File: src/rtl/nco_pkg.sv
// Shared definitions for the NCO configuration controller.
// Holds the UI state codes, waveform codes, control FSM states and default sizes.
package nco_pkg;

  localparam int unsigned NCO_ACC_W    = 32;
  localparam int unsigned NCO_FREQ_W   = 16;
  localparam int unsigned NCO_PINC_K   = 4295;   // round(2^32 / 1 MHz)
  localparam int unsigned NCO_FREQ_MAX = 20000;  // clamp ceiling in Hz

  // UI state codes driven by the upstream control state machine
  typedef enum logic [2:0] {
    S0 = 3'd0,  // reset
    S1 = 3'd1,  // select signal
    S2 = 3'd2,  // display signal
    S3 = 3'd3,  // select frequency
    S4 = 3'd4,  // display frequency
    S5 = 3'd5   // run
  } ui_state_e;

  typedef enum logic [1:0] {
    WAVE_SINE     = 2'd0,
    WAVE_SQUARE   = 2'd1,
    WAVE_TRIANGLE = 2'd2,
    WAVE_SAW      = 2'd3
  } wave_e;

  typedef enum logic [1:0] {
    CTRL_IDLE = 2'd0,
    CTRL_MUL  = 2'd1,
    CTRL_DONE = 2'd2
  } ctrl_state_e;

endpackage

File: src/rtl/nco_shift_add_mult.sv
// Serial shift-add multiplier: product = mcand * PINC_K, one multiplicand bit per cycle.
// Ports:
//   clk, rst (sync active-low)
//   start   : load mcand and begin (also restarts a running multiply)
//   abort   : stop immediately, no done pulse
//   mcand   : FREQ_W-bit multiplicand
//   busy    : multiply in progress (registered)
//   done    : one-cycle pulse after the last step (registered)
//   product : ACC_W-bit result, valid while done is high
module nco_shift_add_mult
  import nco_pkg::*;
#(
  parameter int unsigned FREQ_W = NCO_FREQ_W,
  parameter int unsigned ACC_W  = NCO_ACC_W,
  parameter int unsigned PINC_K = NCO_PINC_K
) (
  input  logic              clk,
  input  logic              rst,
  input  logic              start,
  input  logic              abort,
  input  logic [FREQ_W-1:0] mcand,
  output logic              busy,
  output logic              done,
  output logic [ACC_W-1:0]  product
);

  localparam int unsigned PP_W  = FREQ_W + 14;
  localparam int unsigned CNT_W = $clog2(FREQ_W) + 1;

  logic [FREQ_W-1:0] mcand_q, mcand_d;
  logic [PP_W-1:0]   addend_q, addend_d;
  logic [PP_W-1:0]   pp_q, pp_d;
  logic [CNT_W-1:0]  cnt_q, cnt_d;
  logic              busy_q, busy_d;
  logic              done_q, done_d;

  // LSB-first: add the shifted constant when the current multiplicand bit is set
  always_comb begin
    mcand_d  = mcand_q;
    addend_d = addend_q;
    pp_d     = pp_q;
    cnt_d    = cnt_q;
    busy_d   = busy_q;
    done_d   = 1'b0;
    if (start) begin
      mcand_d  = mcand;
      addend_d = PP_W'(PINC_K);
      pp_d     = '0;
      cnt_d    = '0;
      busy_d   = 1'b1;
    end else if (abort) begin
      busy_d = 1'b0;
    end else if (busy_q) begin
      if (mcand_q[0]) pp_d = pp_q + addend_q;
      addend_d = addend_q << 1;
      mcand_d  = mcand_q >> 1;
      cnt_d    = cnt_q + CNT_W'(1);
      if (cnt_q == CNT_W'(FREQ_W - 1)) begin
        busy_d = 1'b0;
        done_d = 1'b1;
      end
    end
  end

  always_ff @(posedge clk) begin
    if (!rst) begin
      mcand_q  <= '0;
      addend_q <= '0;
      pp_q     <= '0;
      cnt_q    <= '0;
      busy_q   <= 1'b0;
      done_q   <= 1'b0;
    end else begin
      mcand_q  <= mcand_d;
      addend_q <= addend_d;
      pp_q     <= pp_d;
      cnt_q    <= cnt_d;
      busy_q   <= busy_d;
      done_q   <= done_d;
    end
  end

  assign busy    = busy_q;
  assign done    = done_q;
  assign product = ACC_W'(pp_q);

endmodule

File: src/rtl/nco_config_ctrl.sv
// NCO configuration controller: follows the UI state code, captures waveform and
// frequency settings on state entries, computes the phase increment serially and
// gates the NCO run enable.
// Optional feature macro: NCO_CFG_CLAMP_EN (clamp captured frequency to NCO_FREQ_MAX).
// Ports:
//   clk_1MHz, rst (sync active-low)
//   state_in  : UI state code 0..5 (6/7 illegal)
//   wave_sw   : waveform switches      freq_sw : frequency switches (Hz)
//   wave_sel  : latched waveform       freq_hz : latched frequency
//   phase_inc : freq_hz * PINC_K       inc_valid : phase_inc matches freq_hz
//   nco_run   : accumulator enable     busy : multiplier running
//   code_err  : sticky illegal code    clamped : last capture was clamped
module nco_config_ctrl
  import nco_pkg::*;
#(
  parameter int unsigned ACC_W  = NCO_ACC_W,
  parameter int unsigned FREQ_W = NCO_FREQ_W,
  parameter int unsigned PINC_K = NCO_PINC_K
) (
  input  logic              clk_1MHz,
  input  logic              rst,
  input  logic [2:0]        state_in,
  input  logic [1:0]        wave_sw,
  input  logic [FREQ_W-1:0] freq_sw,
  output logic [1:0]        wave_sel,
  output logic [FREQ_W-1:0] freq_hz,
  output logic [ACC_W-1:0]  phase_inc,
  output logic              inc_valid,
  output logic              nco_run,
  output logic              busy,
  output logic              code_err,
  output logic              clamped
);

  logic [2:0]        state_prev_q, state_prev_d;
  logic [1:0]        wave_sel_q, wave_sel_d;
  logic [FREQ_W-1:0] freq_hz_q, freq_hz_d;
  logic [ACC_W-1:0]  phase_inc_q, phase_inc_d;
  logic              inc_valid_q, inc_valid_d;
  logic              nco_run_q, nco_run_d;
  logic              code_err_q, code_err_d;
  logic              clamped_q, clamped_d;
  ctrl_state_e       fsm_q, fsm_d;

  logic              entry_c, illegal_c, restart_c, cap_wave_c, cap_freq_c;
  logic              clamp_hit_c;
  logic [FREQ_W-1:0] freq_cap_c;
  logic              mul_busy, mul_done;
  logic [ACC_W-1:0]  mul_product;

  // Entry decode; illegal codes behave as an entry to the reset state
  always_comb begin
    entry_c    = (state_in != state_prev_q);
    illegal_c  = (state_in > 3'd5);
    restart_c  = entry_c && ((state_in == S0) || (state_in == S1) || illegal_c);
    cap_wave_c = entry_c && (state_in == S2);
    cap_freq_c = entry_c && (state_in == S4);
  end

`ifdef NCO_CFG_CLAMP_EN
  always_comb begin
    clamp_hit_c = (freq_sw > FREQ_W'(NCO_FREQ_MAX));
    freq_cap_c  = clamp_hit_c ? FREQ_W'(NCO_FREQ_MAX) : freq_sw;
  end
`else
  always_comb begin
    clamp_hit_c = 1'b0;
    freq_cap_c  = freq_sw;
  end
`endif

  nco_shift_add_mult #(
    .FREQ_W (FREQ_W),
    .ACC_W  (ACC_W),
    .PINC_K (PINC_K)
  ) u_mult (
    .clk     (clk_1MHz),
    .rst     (rst),
    .start   (cap_freq_c),
    .abort   (restart_c),
    .mcand   (freq_cap_c),
    .busy    (mul_busy),
    .done    (mul_done),
    .product (mul_product)
  );

  // Control FSM and capture registers; restart beats capture beats completion
  always_comb begin
    state_prev_d = state_in;
    wave_sel_d   = wave_sel_q;
    freq_hz_d    = freq_hz_q;
    phase_inc_d  = phase_inc_q;
    inc_valid_d  = inc_valid_q;
    code_err_d   = code_err_q | illegal_c;
    clamped_d    = clamped_q;
    fsm_d        = fsm_q;

    if (cap_wave_c) wave_sel_d = wave_sw;

    if (restart_c) begin
      fsm_d       = CTRL_IDLE;
      inc_valid_d = 1'b0;
    end else if (cap_freq_c) begin
      freq_hz_d   = freq_cap_c;
      clamped_d   = clamp_hit_c;
      inc_valid_d = 1'b0;
      fsm_d       = CTRL_MUL;
    end else if ((fsm_q == CTRL_MUL) && mul_done) begin
      phase_inc_d = mul_product;
      inc_valid_d = 1'b1;
      fsm_d       = CTRL_DONE;
    end

    nco_run_d = (state_in == S5) && inc_valid_q && (freq_hz_q != '0);
  end

  always_ff @(posedge clk_1MHz) begin
    if (!rst) begin
      state_prev_q <= '0;
      wave_sel_q   <= '0;
      freq_hz_q    <= '0;
      phase_inc_q  <= '0;
      inc_valid_q  <= 1'b0;
      nco_run_q    <= 1'b0;
      code_err_q   <= 1'b0;
      clamped_q    <= 1'b0;
      fsm_q        <= CTRL_IDLE;
    end else begin
      state_prev_q <= state_prev_d;
      wave_sel_q   <= wave_sel_d;
      freq_hz_q    <= freq_hz_d;
      phase_inc_q  <= phase_inc_d;
      inc_valid_q  <= inc_valid_d;
      nco_run_q    <= nco_run_d;
      code_err_q   <= code_err_d;
      clamped_q    <= clamped_d;
      fsm_q        <= fsm_d;
    end
  end

  assign wave_sel  = wave_sel_q;
  assign freq_hz   = freq_hz_q;
  assign phase_inc = phase_inc_q;
  assign inc_valid = inc_valid_q;
  assign nco_run   = nco_run_q;
  assign busy      = mul_busy;
  assign code_err  = code_err_q;
  assign clamped   = clamped_q;

endmodule
File: config.mk
export PLATFORM = sky130hd
export DESIGN_NAME = nco_config_ctrl
export DESIGN_NICKNAME = d
export VERILOG_FILES = /design/src/rtl/nco_pkg.sv /design/src/rtl/nco_shift_add_mult.sv /design/src/rtl/nco_config_ctrl.sv
export SDC_FILE = /design/constraint.sdc
export NUM_CORES = 1
export LEC_CHECK = 0
export BUFFER_PORTS_ARGS = -buffer_cell sky130_fd_sc_hd__buf_2
export CORE_MARGIN = 2
export CORE_UTILIZATION = 50
export DETAILED_ROUTE_END_ITERATION = 7
export PLACE_DENSITY = 0.82
export SYNTH_ARGS = -nofsm -noshare
export SYNTH_HDL_FRONTEND = slang
export SYNTH_SLANG_ARGS = --single-unit
File: constraint.sdc
create_clock -name clk_1MHz -period 3.11 [get_ports clk_1MHz]
set_input_delay 0.1555 -clock clk_1MHz [delete_from_list [all_inputs] [get_ports clk_1MHz]]
set_output_delay 0.1555 -clock clk_1MHz [all_outputs]
set_load 0.02 [all_outputs]
==> impl_summary.md, run 1 <==
Logic synthesis
The share of the yosys chip area belonging to registers is 40.9%. The async set or reset register ratio after synthesis is 0%. For this run, the number of Yosys warnings is 0. The cell count after synthesis is 788. Ranked by instance count, the synthesized netlist is headed by sky130_fd_sc_hd__dfxtp_1 (138), sky130_fd_sc_hd__nand2_1 (138), sky130_fd_sc_hd__a21oi_1 (76). For this run, the leading register cell type out of synthesis is sky130_fd_sc_hd__dfxtp_1.

Synthesis instantiated 57 different standard cells from the library. The post-synthesis instance area is 6750 um2. Each instance of the synthesized netlist takes up on average 8.57 um2. The count of flip-flops with a built-in enable after synthesis is 0. Ranked by total cell area, the synthesized netlist is headed by sky130_fd_sc_hd__dfxtp_1 (41%), sky130_fd_sc_hd__nand2_1 (7.7%), sky130_fd_sc_hd__mux2i_1 (7.4%). Of all cell types, the one taking the most synthesized area is sky130_fd_sc_hd__dfxtp_1. The synthesized design contains 138 register bits. The fraction of synthesized cell area taken by the top area cell type is 40.9%.

Timing
Across all setup checks in the final design, the least slack found is 256 ps. For the pin with the worst max-slew slack, the measured transition is 605 ps. Setup repair after global routing left no endpoint under its margin.

The final number of setup-violating endpoints is 0. In the finished design, the share of the clock period the worst path needs comes to 91.8%. The count of final max-slew check failures is 0. Final hold analysis gives a worst-case slack of 15.8 ps.

The worst setup skew after layout is 7.36 ps. For the final routed database, the setup TNS stands at 0 ps. Measured against its own limit, the worst slew margin works out to 59.6%. The hold violation count in the final report is 0.

Subtracting the final worst setup slack from the clock period gives 2850 ps. The timing-limited maximum frequency is 0.350 GHz.

Pwr
Net switching is 23.6% of the power. The leakage dissipation is 3.20 nW. IR analysis of the VDD net gives a maximum drop of 0.575 mV. The share of power burned in combinational logic is 5.0%.

The internal power of the cells is 3.00 mW. The clock network accounts for 48.9% of the total power. Power spread over the standard cell area amounts to 493 nW/um2.

For this design the total switching power over the nets is 0.926 mW. The sequential power share is 46.2%.

Detailed routing
The final routed DRC violation total is 0. Detailed routing inserted a total of 5792 vias. In the final routed layout, each cell accounts on average for 14.6 um. The via density per instance is 5.51. Once detail routing completed, the nets flagged for antenna violations numbered 0.

The length of the first detailed-routing pass in iterations is 5. Wires add up to 15.3 mm. The DRC violation total after the first TritonRoute iteration is 429.

Place
At the end of routability-driven placement, the weighted congestion stood at 0.902. During placement, the flow inserted port buffers numbering 74. Before CTS, the worst setup slack after placement is 229 ps. Detailed placement finished with a half-perimeter wire length of 10.5 mm.

Worst setup path
In this run the worst path has a maximum fanout of 3. The worst endpoint data arrival time is 3160 ps. The flop-to-flop setup slack is 260 ps. The critical path capture point is u_mult.pp_q[28]$_SDFFE_PP0P_. The gate family responsible for the most delay along the worst path is compound AO/OA/AOI/OAI gates. The maximum single-stage delay on the critical path is 430 ps. In this run the worst setup path begins at u_mult.pp_q[0]$_SDFFE_PP0P_. The endpoint identified for the worst register-to-register timing path is u_mult.pp_q[28]$_SDFFE_PP0P_.

The critical path crosses 10 cells after its start point. The worst setup path is launched from a register. The critical path goes through ha_1 -> fa_1 -> a211oi_1 -> o211ai_2 -> a31oi_2 -> o41ai_2 -> a221o_2 -> a32o_1 -> mux2i_1 -> nand3_1. The number of cells on the worst reg-to-reg path is 10. The slowest stage of the critical path is the sky130_fd_sc_hd__fa_1 cell. The data required time at the worst endpoint is 3420 ps. The critical path is of the reg -> reg type.

The startpoint identified for the worst register-to-register timing path is u_mult.pp_q[0]$_SDFFE_PP0P_. STA classifies the critical path endpoint as a register. The number of buffers and inverters on the critical path is 0.

Global routing
Global routing finished with a remaining overflow of 0. The number of global-route vias before repair is 5405. The total routing resource utilization after global routing is 22.1%. Entering global routing, the biggest net connects 39 pins.

The wire length of the first global-routing pass is 25.8 mm. The number of antenna violations at the first check in global routing is 0.

Clock network
Clock tree synthesis found a total of 138 sinks. The number of post-CTS setup repair buffers is 0. The root buffer cell is sky130_fd_sc_hd__clkbuf_16. The insertion delay to the later sink of the worst-skew pair is 430 ps. The CTS tree is done. The largest buffer count on any clock path is 2.

The H-tree depth is 4. The clock transition at the registers of the reported paths is 60 ps. The number of CTS-inserted buffers is 17.

Layout
After filler insertion, the fill cell instance count of the layout stands at 1149. Of the cells placed in the final design, the portion with a size suffix greater than 1 is 15.4%. In the final design database the tool counted 918 nets.

The area growth from synthesis to layout is 17.8%. The number of antenna diodes in the final layout is 0.

Die
The effective utilization at floorplan is 51.2%. The die covers 14400 um2. Row generation in the floorplan step produced 42 rows.

The number of primary I/O pins is 78. From bottom edge to top edge, the die measures 120 um. The floorplan step set the die width to 120 um. The total area inside the core boundary comes to 13200 um2.

Flow run
Max-cap violations in this run came to 0.

Worst hold path
The path class of the lowest-slack min-delay path is in -> reg.

Run status
The flow ran to the end, and the final reports show no timing, DRC or antenna violations.
[flip-flops by register name (all words and copies together), names as in the netlist, 2 cells and up]
register / count
fsm_q: 2
wave_sel: 2
state_prev_q: 3
u_mult.addend_q: 30
u_mult.pp_q: 30
u_mult.cnt_q: 5
u_mult.mcand_q: 16
freq_hz: 16
phase_inc: 30
[layer usage]
metal	share of wire, %	up-vias	global-route usage, %
met3	5.9	18	5.57
li1	-	2910	-
met5	0	-	0
met1	47	2676	28.9
met4	1.4	0	8.09
met2	46	188	35.3
[power groups by stage]
stage | Sequential [mW] | Combinational, mW | Clock (mW)
after floorplan | 1.86 | 0.115 | 0
after global placement | 1.85 | 0.181 | 0
after detailed placement | 1.85 | 0.184 | 0
after CTS | 1.81 | 0.195 | 1.95
after global routing | 1.81 | 0.214 | 2.04
final | 1.81 | 0.195 | 1.92
[cell type report]
class	instances	area (um2)	area share (%)
flip-flops and latches	138	2760	34.7
repair buffers	98	578	7.27
multi-input cells	597	3790	47.6
clock inverters	13	120	1.51
clock buffers	19	443	5.57
inverters	11	41.3	0.519
well taps	176	220	2.77
[metrics by stage]
step	power (mW)	instances	utilization, %	cell area [um2]
3_3_place_gp	2.03	1009	55.1	7270
6_report	3.92	1052	60.3	7950
3_5_place_dp	2.03	1009	55.1	7270
5_1_grt	4.07	1052	60.3	7950
4_1_cts	3.96	1052	60.2	7940
2_1_floorplan	1.97	790	-	6760
[cell families after synthesis]
group / after synthesis / share of synthesized area (%)
and+or+nand+nor: 302 / 21.6
AOI/OAI and AO/OA: 187 / 17.6
DFF: 138 / 40.9
buffers and inverters: 55 / 3.39
muxes: 50 / 7.41
adders and majority gates: 32 / 6.04
xor gates and xnor gates: 23 / 2.98
other: 1 / 0.0555
[placed cells by master (no fill, tap or decap), types with 4 or more instances in the layout]
| cell | Yosys | final |
|---|---|---|
| sky130_fd_sc_hd__xor2_1 | 7 | 7 |
| sky130_fd_sc_hd__o21bai_1 | 4 | 4 |
| sky130_fd_sc_hd__a31oi_1 | 4 | 4 |
| sky130_fd_sc_hd__dlygate4sd3_1 | 0 | 11 |
| sky130_fd_sc_hd__nor4_1 | 6 | 6 |
| sky130_fd_sc_hd__buf_4 | 3 | 13 |
| sky130_fd_sc_hd__ha_1 | 31 | 31 |
| sky130_fd_sc_hd__and3_1 | 8 | 8 |
| sky130_fd_sc_hd__xnor2_1 | 16 | 16 |
| sky130_fd_sc_hd__dfxtp_1 | 138 | 138 |
| sky130_fd_sc_hd__a21boi_0 | 18 | 18 |
| sky130_fd_sc_hd__clkbuf_16 | 0 | 17 |
| sky130_fd_sc_hd__nand4_1 | 7 | 7 |
| sky130_fd_sc_hd__and2_1 | 21 | 21 |
| sky130_fd_sc_hd__a21o_1 | 11 | 11 |
| sky130_fd_sc_hd__buf_2 | 8 | 74 |
| sky130_fd_sc_hd__o221a_2 | 4 | 4 |
| sky130_fd_sc_hd__nand3_1 | 22 | 22 |
| sky130_fd_sc_hd__nor3b_1 | 8 | 8 |
| sky130_fd_sc_hd__o21ai_0 | 33 | 33 |
| sky130_fd_sc_hd__nor2_1 | 25 | 25 |
| sky130_fd_sc_hd__nand2_1 | 138 | 138 |
| sky130_fd_sc_hd__clkinvlp_4 | 0 | 6 |
| sky130_fd_sc_hd__a21oi_1 | 76 | 76 |
| sky130_fd_sc_hd__o21a_1 | 5 | 5 |
| sky130_fd_sc_hd__a211oi_1 | 9 | 9 |
| sky130_fd_sc_hd__inv_1 | 11 | 11 |
| sky130_fd_sc_hd__nor2b_1 | 39 | 39 |
| sky130_fd_sc_hd__nor3_1 | 14 | 12 |
| sky130_fd_sc_hd__nand2b_1 | 5 | 5 |
| sky130_fd_sc_hd__mux2i_1 | 50 | 50 |
[what timing repair did]
item / 4_1_cts / 5_1_grt
hold buffers: 11 / 0
endpoints found under the hold margin: 11 / 0
endpoints found under the setup margin: 0 / 2
gates resized for setup: 0 / 1
[worst register-to-register path, stage by stage, from the launching register on]
cell and delay [ps]:
sky130_fd_sc_hd__dfxtp_1 320, sky130_fd_sc_hd__ha_1 240, sky130_fd_sc_hd__fa_1 430, sky130_fd_sc_hd__a211oi_1 380, sky130_fd_sc_hd__o211ai_2 180, sky130_fd_sc_hd__a31oi_2 220, sky130_fd_sc_hd__o41ai_2 140, sky130_fd_sc_hd__a221o_2 390
sky130_fd_sc_hd__a32o_1 240, sky130_fd_sc_hd__mux2i_1 140, sky130_fd_sc_hd__nand3_1 80
[worst min path at each step]
stage / from / cells past startpoint / end
finish: wave_sw[1] / 3 / wave_sel[1]$_SDFFE_PN0P_
detailed placement: wave_sw[0] / 3 / wave_sel[0]$_SDFFE_PN0P_
floorplan: state_in[1] / 1 / state_prev_q[1]$_SDFF_PN0_
CTS: freq_sw[13] / 3 / freq_hz[13]$_SDFFE_PN0P_
global placement: wave_sw[1] / 3 / wave_sel[1]$_SDFFE_PN0P_
global route: freq_sw[13] / 3 / freq_hz[13]$_SDFFE_PN0P_
Power figures use the tool's default switching activity.
==> run 2: changes to the inputs <==
--- a/config.mk
+++ b/config.mk
@@ -9,6 +9,8 @@
 export CORE_MARGIN = 2
 export CORE_UTILIZATION = 50
 export DETAILED_ROUTE_END_ITERATION = 7
+export GPL_ROUTABILITY_DRIVEN = 0
+export MAX_ROUTING_LAYER = met4
 export PLACE_DENSITY = 0.82
 export SYNTH_ARGS = -nofsm -noshare
 export SYNTH_HDL_FRONTEND = slang
==> constraint.sdc (replaced) <==
create_clock -name clk_1MHz -period 3 [get_ports clk_1MHz]
set_input_delay 0.15 -clock clk_1MHz [delete_from_list [all_inputs] [get_ports clk_1MHz]]
set_output_delay 0.15 -clock clk_1MHz [all_outputs]
set_load 0.02 [all_outputs]
==> impl_summary.md, run 2 (synthesis gave the netlist of run 1 again) <==
Clock network
The number of CTS-inserted buffers is 17. The clock drives 138 sinks. In this run the clock root is driven by a sky130_fd_sc_hd__clkbuf_16. The CTS tree is done. The clock transition at the registers of the reported paths is 60 ps.

The number of post-CTS setup repair buffers is 0. In this run the deepest clock path goes through 2 buffers. The insertion delay to the later sink of the worst-skew pair is 420 ps. The H-tree depth is 4.

Timing
The final number of setup-violating endpoints is 0. The hold violation count in the final report was 0. The share of the cycle needed by the critical path after routing is 95.3%. Measured against its own limit, the worst slew margin works out to 51.3%. The timing-limited maximum frequency is 0.350 GHz. The count of final max-slew check failures is 0. Counting I/O delays and the setup requirement, the final critical path takes 2860 ps. Between clock sinks in the finished design, the worst skew comes to 9.15 ps.

The transition time at the pin with the least slew margin is 729 ps.

Flow run
The number of violations of the max-capacitance limit is 0.

Detailed routing
The detailed router finished its first iteration with 470 violations. The via density per instance is 5.47. The length of the first detailed-routing pass in iterations is 5. After detailed routing, the average wire length per cell comes to 14.7 um.

The total vias in the final route is 5742. The number of nets still failing antenna checks after routing is 0. The final routed DRC violation total is 0. The wire length reported by the detailed router is 15.4 mm.

Global routing
Summed over all layers, the global routing overflow is 0. Across every metal layer, demand over resource in global routing totals 22.8%. Entering global routing, the biggest net connects 46 pins. The number of global-route vias before repair is 5488. The number of antenna violations at the first check in global routing is 0.

The wire length of the first global-routing pass is 25.9 mm.

Layout
The share of cells above drive strength 1 is 15.6%. The multi-input combinational cells in the finished layout cover a total of 3790 um2. The register area is 2760 um2.

In the layout the commonest cells are sky130_fd_sc_hd__nand2_1 (138), sky130_fd_sc_hd__dfxtp_1 (138), sky130_fd_sc_hd__a21oi_1 (76). After filler insertion, the fill cell instance count of the layout stands at 1125. The final standard cell count with taps included and fillers excluded is 1050. The post-route cell area is 8030 um2. The final-stage net count is 916.

The area growth from synthesis to layout is 19.0%. The antenna diode count is 0.

Die
The vertical die dimension is 120 um. The die covers 14400 um2. During I/O placement, the number of pins put on the boundary was 78.

Row generation in the floorplan step produced 42 rows. The horizontal extent of the die is 120 um. The floorplan step defined a core boundary enclosing 13200 um2.

The effective utilization at floorplan is 51.2%.

Worst setup path
The launching element type of the critical path is a register. At the worst endpoint, the required time is 3300 ps. The worst setup path is captured at a register. Along the worst path, the maximum fanout reaches 3. By startpoint and endpoint, the worst setup path is classified as reg -> reg.

The worst endpoint data arrival time is 3160 ps.

Place
The number of placed instances with taps included is 1009. The HPWL after detailed placement is 10.6 mm. Once placement finished, the instance area stood at 7280 um2. The count of buffers added on input and output ports is 74.

Pwr
The power spent charging and discharging nets is 0.927 mW. Of the total power, combinational logic draws 4.6%. The proportion of power drawn by the clock network is 52.2%. The sequential power share is 43.2%. The leakage dissipation is 3.26 nW. Cell internal power was estimated by the tool at 3.42 mW. In this run the power density over the cells is 541 nW/um2. The worst ir drop on vdd is 0.334 mV. The switching share of power is 21.3%.

Worst hold path
The path class of the lowest-slack min-delay path is in -> reg.

Run status
The run finished with clean final reports.
## run 2: cell count changes in the layout (fill, tap and decap cells not counted)
cell | previous run | this run
sky130_fd_sc_hd__buf_4 | 13 | 12
sky130_fd_sc_hd__bufinv_16 | 1 | 4
sky130_fd_sc_hd__clkinvlp_4 | 6 | 1
sky130_fd_sc_hd__inv_6 | 3 | 0
sky130_fd_sc_hd__clkbuf_8 | 1 | 4
sky130_fd_sc_hd__clkinv_4 | 1 | 3
sky130_fd_sc_hd__dlygate4sd3_1 | 11 | 9
sky130_fd_sc_hd__buf_12 | 0 | 1
sky130_fd_sc_hd__a211oi_2 | 0 | 1
sky130_fd_sc_hd__a211oi_1 | 9 | 8
## run 2: worst max-delay path, stage by stage, from the launching register on
cell	delay (ps)
sky130_fd_sc_hd__dfxtp_1	330
sky130_fd_sc_hd__ha_1	250
sky130_fd_sc_hd__fa_1	450
sky130_fd_sc_hd__a211oi_2	350
sky130_fd_sc_hd__o211ai_2	160
sky130_fd_sc_hd__a31oi_2	230
sky130_fd_sc_hd__o41ai_2	130
sky130_fd_sc_hd__a221o_2	380
sky130_fd_sc_hd__a32o_1	240
sky130_fd_sc_hd__mux2i_1	140
sky130_fd_sc_hd__nand3_1	70
## run 2: worst paths after layout
check                                  startpoint                              end  slack (ps)  cells after the start
setup reg to reg      u_mult.pp_q[0]$_SDFFE_PP0P_     u_mult.pp_q[28]$_SDFFE_PP0P_         140                     10
hold reg to reg   u_mult.addend_q[7]$_SDFFE_PN0P_  u_mult.addend_q[8]$_SDFFE_PP0P_         470                      2
hold / removal                         freq_sw[8]          freq_hz[8]$_SDFFE_PN0P_           8                      3
setup / recovery      u_mult.pp_q[0]$_SDFFE_PP0P_     u_mult.pp_q[28]$_SDFFE_PP0P_         140                     10
## run 2: layout make-up
class,instances,area share [%]
well taps,176,2.74
clock buffers,22,6.03
flip-flops and latches,138,34.4
multi-input cells,597,47.2
clock inverters,10,2.04
inverters,11,0.514
repair buffers,96,7.10
## run 2: timing repair
action | in CTS | in global routing
gates resized for setup | 0 | 2
endpoints found under the hold margin | 9 | 0
endpoints found under the setup margin | 0 | 4
hold buffers | 9 | 0
## run 2: through the flow
| step | power [mW] | utilization, % | setup TNS [ps] | hold WS [ps] | setup WS, ps |
|---|---|---|---|---|---|
| floorplan | 2.04 | - | 0 | 272 | 366 |
| finish | 4.35 | 60.9 | 0 | 7.76 | 141 |
| CTS | 4.38 | 60.8 | 0 | 1.53 | 32.1 |
| detailed placement | 2.11 | 55.2 | 0 | 422 | 56.8 |
| global route | 4.47 | 60.9 | -17.4 | 27.0 | -17.4 |
| global placement | 2.10 | 55.2 | 0 | 405 | 133 |
## run 2: routing by layer
| layer | part of all wire (%) | track usage (%) |
|---|---|---|
| met4 | 1.7 | 9.12 |
| met1 | 46 | 28.7 |
| met3 | 5.4 | 4.81 |
| met5 | 0 | - |
| met2 | 47 | 36.0 |
## run 2: power by group through the flow
| stage | registers (mW) | logic (mW) | clock network [mW] |
|---|---|---|---|
| 6_report | 1.88 | 0.201 | 2.27 |
| 3_3_place_gp | 1.92 | 0.187 | 0 |
| 3_5_place_dp | 1.92 | 0.191 | 0 |
| 2_1_floorplan | 1.92 | 0.120 | 0 |
| 4_1_cts | 1.88 | 0.201 | 2.30 |
| 5_1_grt | 1.88 | 0.221 | 2.37 |
==> run 3: changes to the inputs <==
--- a/config.mk
+++ b/config.mk
@@ -5,13 +5,15 @@
 export SDC_FILE = /design/constraint.sdc
 export NUM_CORES = 1
 export LEC_CHECK = 0
+export ABC_AREA = 1
 export BUFFER_PORTS_ARGS = -buffer_cell sky130_fd_sc_hd__buf_2
-export CORE_MARGIN = 2
+export CORE_MARGIN = 10
 export CORE_UTILIZATION = 50
 export DETAILED_ROUTE_END_ITERATION = 7
 export GPL_ROUTABILITY_DRIVEN = 0
 export MAX_ROUTING_LAYER = met4
-export PLACE_DENSITY = 0.82
+export PLACE_DENSITY = 0.81
+export SETUP_SLACK_MARGIN = 0.4
 export SYNTH_ARGS = -nofsm -noshare
 export SYNTH_HDL_FRONTEND = slang
 export SYNTH_SLANG_ARGS = --single-unit
==> impl_summary.md, run 3 <==
Detailed routing
The via density per instance is 5.33. The average detailed-routed wire length per instance is 14.5 um. The first routing iteration left 530 violations. The number of nets still failing antenna checks after routing is 0. The length of the first detailed-routing pass in iterations is 7. The wire length reported by the detailed router is 20.3 mm. For this block, the via count after detailed routing is 7485. After detailed routing, the number of remaining DRC violations is 0.

Layout
The share of cells above drive strength 1 is 10.6%. The post-route cell area is 8590 um2. The number of antenna diodes in the final layout is 0. Once layout is complete, the utilization of the core stands at 58.9%. The final layout contains 1261 nets. The area added between synthesis and finish is 14.8%. The most common cell after layout, fill and taps aside is sky130_fd_sc_hd__nand2_1.

The top cell types in the final layout, fill and taps aside, are sky130_fd_sc_hd__nand2_1 (300), sky130_fd_sc_hd__inv_1 (169), sky130_fd_sc_hd__dfxtp_1 (138).

Logic synthesis
In the synthesized netlist, the cells that appear most often are sky130_fd_sc_hd__nand2_1 (300), sky130_fd_sc_hd__inv_1 (169), sky130_fd_sc_hd__dfxtp_1 (138). The library cell with the largest summed area after synthesis is sky130_fd_sc_hd__dfxtp_1. By area the synthesized netlist is led by sky130_fd_sc_hd__dfxtp_1 (37%), sky130_fd_sc_hd__nand2_1 (15%), sky130_fd_sc_hd__inv_1 (8.5%). The average instance area after synthesis is 6.52 um2. By instance count, the leading cell after synthesis is sky130_fd_sc_hd__nand2_1. The cell area that synthesis handed to floorplanning was 7480 um2. In this run, distinct cell masters in the synthesized netlist total 35. The async set or reset register ratio after synthesis is 0%. The fraction of synthesized cell area taken by the top area cell type is 36.9%. The dominant register cell in the synthesized netlist is sky130_fd_sc_hd__dfxtp_1. For this run, the register share of the synthesized area comes to 36.9%. The number of storage elements in the synthesis netlist is 138. The count of flip-flops with a built-in enable after synthesis is 0. During synthesis, Yosys emitted a total of 0 warnings.

After technology mapping, the gate count stands at 1147.

Timing
The count of final max-slew check failures is 0. The transition time at the pin with the least slew margin is 892 ps. The hold violation count in the final report was 0. Based on the critical path, the design can be clocked at up to 0.416 GHz. The worst path needs 2410 ps of the cycle, external delays included. In the final timing run, aggregate negative setup slack is 0 ps.

Setup repair after global routing left no endpoint under its margin. For the final database, setup skew stands at 9.66 ps. Across all hold checks on the routed design, the worst slack comes to 4.19 ps. In the finished design, the share of the clock period the worst path needs comes to 80.2%. The final number of setup-violating endpoints is 0. The worst slew margin relative to its limit is 40.4%.

Worst setup path
The startpoint identified for the worst register-to-register timing path is state_prev_q[0]$_SDFF_PN0_. The worst setup path is launched from an input port. STA classifies the critical path endpoint as a register.

In this run the worst path has a maximum fanout of 28. The kind of critical path is in -> reg. The data required time at the worst endpoint is 3290 ps. The worst endpoint data arrival time is 2700 ps. The startpoint of the most critical setup path is state_in[1]. For the worst flop-to-flop path, the logic depth is 7.

Pwr
The worst ir drop on vdd is 0.519 mV. The leakage dissipation is 4.24 nW. Power spread over the standard cell area amounts to 516 nW/um2.

Worst hold path
Counting instances, the worst hold path has a depth of 3. The path class of the lowest-slack min-delay path is in -> reg. In this run the most critical hold path is launched from freq_sw[15].

Global routing
After global routing the overflow that remains totals 0. The number of global-route vias before repair is 7150. The wire length of the first global-routing pass is 33.8 mm. The total routing resource utilization after global routing is 20.4%.

Entering global routing, the biggest net connects 49 pins. The number of antenna violations at the first check in global routing is 0.

Place
The HPWL after detailed placement is 14.7 mm. The count of buffers added on input and output ports is 74. The placed instance area is 7910 um2.

Die
The initial utilization of the core area, before any placement, comes to 51.3%. The site row count is 44. The number of primary I/O pins is 78. The floorplan step set the die width to 142 um.

The floorplan step defined a core boundary enclosing 14600 um2. The overall die area is 20200 um2. Measured along the y axis, the die boundary spans 142 um.

Flow run
The tool flagged a number of max-cap violations equal to 0.

Clock network
The CTS tree is done. The H-tree depth is 4. The number of post-CTS setup repair buffers is 0. The later pin in the worst-skew pair is clocked with a latency of 420 ps. The clock transition at the registers of the reported paths is 70 ps. The clock passes through at most 2 buffers. The root buffer cell is sky130_fd_sc_hd__clkbuf_16. The number of clock buffers added by TritonCTS is 17.

The clock sink total is 138.

Run status
The run finished with clean final reports.
-- run 3: cell count changes after synthesis, moves of 11 or more --
cell                       before  now
sky130_fd_sc_hd__inv_1         11  169
sky130_fd_sc_hd__and2_1        21    0
sky130_fd_sc_hd__nor2b_1       39    0
sky130_fd_sc_hd__a21oi_1       76   88
sky130_fd_sc_hd__a21o_1        11    0
sky130_fd_sc_hd__nand3_1       22   80
sky130_fd_sc_hd__a21boi_0      18    0
sky130_fd_sc_hd__mux2i_1       50    0
sky130_fd_sc_hd__nor2_1        25  135
sky130_fd_sc_hd__o21ai_0       33   73
sky130_fd_sc_hd__o21ai_1        0   16
sky130_fd_sc_hd__clkbuf_1      29   16
sky130_fd_sc_hd__nand2_1      138  300
-- run 3: area by class of cell --
cell class	instances	area [um2]
Clock buffer	17	425
Clock inverter	15	213
Fill cell	1300	6000
Inverter	174	658
Multi-Input combinational cell	789	3820
Sequential cell	138	2760
Tap cell	184	230
Timing Repair Buffer	86	480
-- run 3: path summary, 6_finish.rpt --
kind | slack, ps | to
max | 590 | u_mult.addend_q[6]$_SDFFE_PN0P_
min | 4 | freq_hz[15]$_SDFFE_PN0P_
max reg2reg | 740 | u_mult.mcand_q[3]$_SDFFE_PN0P_
min reg2reg | 460 | code_err$_SDFF_PN0_
-- run 3: cell families (layout without fill, tap and decap cells) --
family,Yosys count,in the layout,synth area share (%)
adders and majority gates,32,32,5.46
xor gates and xnor gates,14,14,1.64
DFF,138,138,36.9
other,1,3,0.0502
buffers and inverters,222,292,12.2
AOI/OAI and AO/OA,201,201,14.3
and+or+nand+nor,539,539,29.4
-- run 3: report_power, final --
part	leakage, nW	internal, mW	total [mW]	switching [mW]
Sequential	1.12	1.87	1.89	0.0255
Clock	0.312	1.41	2.26	0.852
Combinational	2.82	0.0822	0.275	0.193
Total	4.24	3.36	4.43	1.07
-- run 3: per-stage QoR --
stage	power [mW]	setup WS (ps)	instances
6_report	4.43	595	1403
3_5_place_dp	2.20	748	1368
3_3_place_gp	2.19	780	1368
2_1_floorplan	2.13	1150	1149
5_1_grt	4.56	411	1403
4_1_cts	4.44	604	1403
-- run 3: timing repair --
action / 4_1_cts / 5_1_grt
endpoints found under the setup margin: 0 / 7
gates resized for setup: 0 / 3
hold endpoints to repair: 3 / 0
hold buffers: 3 / 0
-- run 3: per-layer routing --
metal	GRT usage [%]	part of all wire [%]	wire length (um)
met5	-	0	0
met4	9.31	3.5	714
met3	4.31	6.2	1260
met2	33.9	49	9960
met1	23.0	41	8370
-- run 3: worst max-delay path: stages --
cell and delay (ps):
sky130_fd_sc_hd__dlygate4sd3_1 550, sky130_fd_sc_hd__buf_2 160, sky130_fd_sc_hd__xnor2_1 130, sky130_fd_sc_hd__nand3_2 120
sky130_fd_sc_hd__nand3_2 140, sky130_fd_sc_hd__nand2_2 430, sky130_fd_sc_hd__nand2_1 570, sky130_fd_sc_hd__o21ai_0 360
sky130_fd_sc_hd__a21oi_1 70
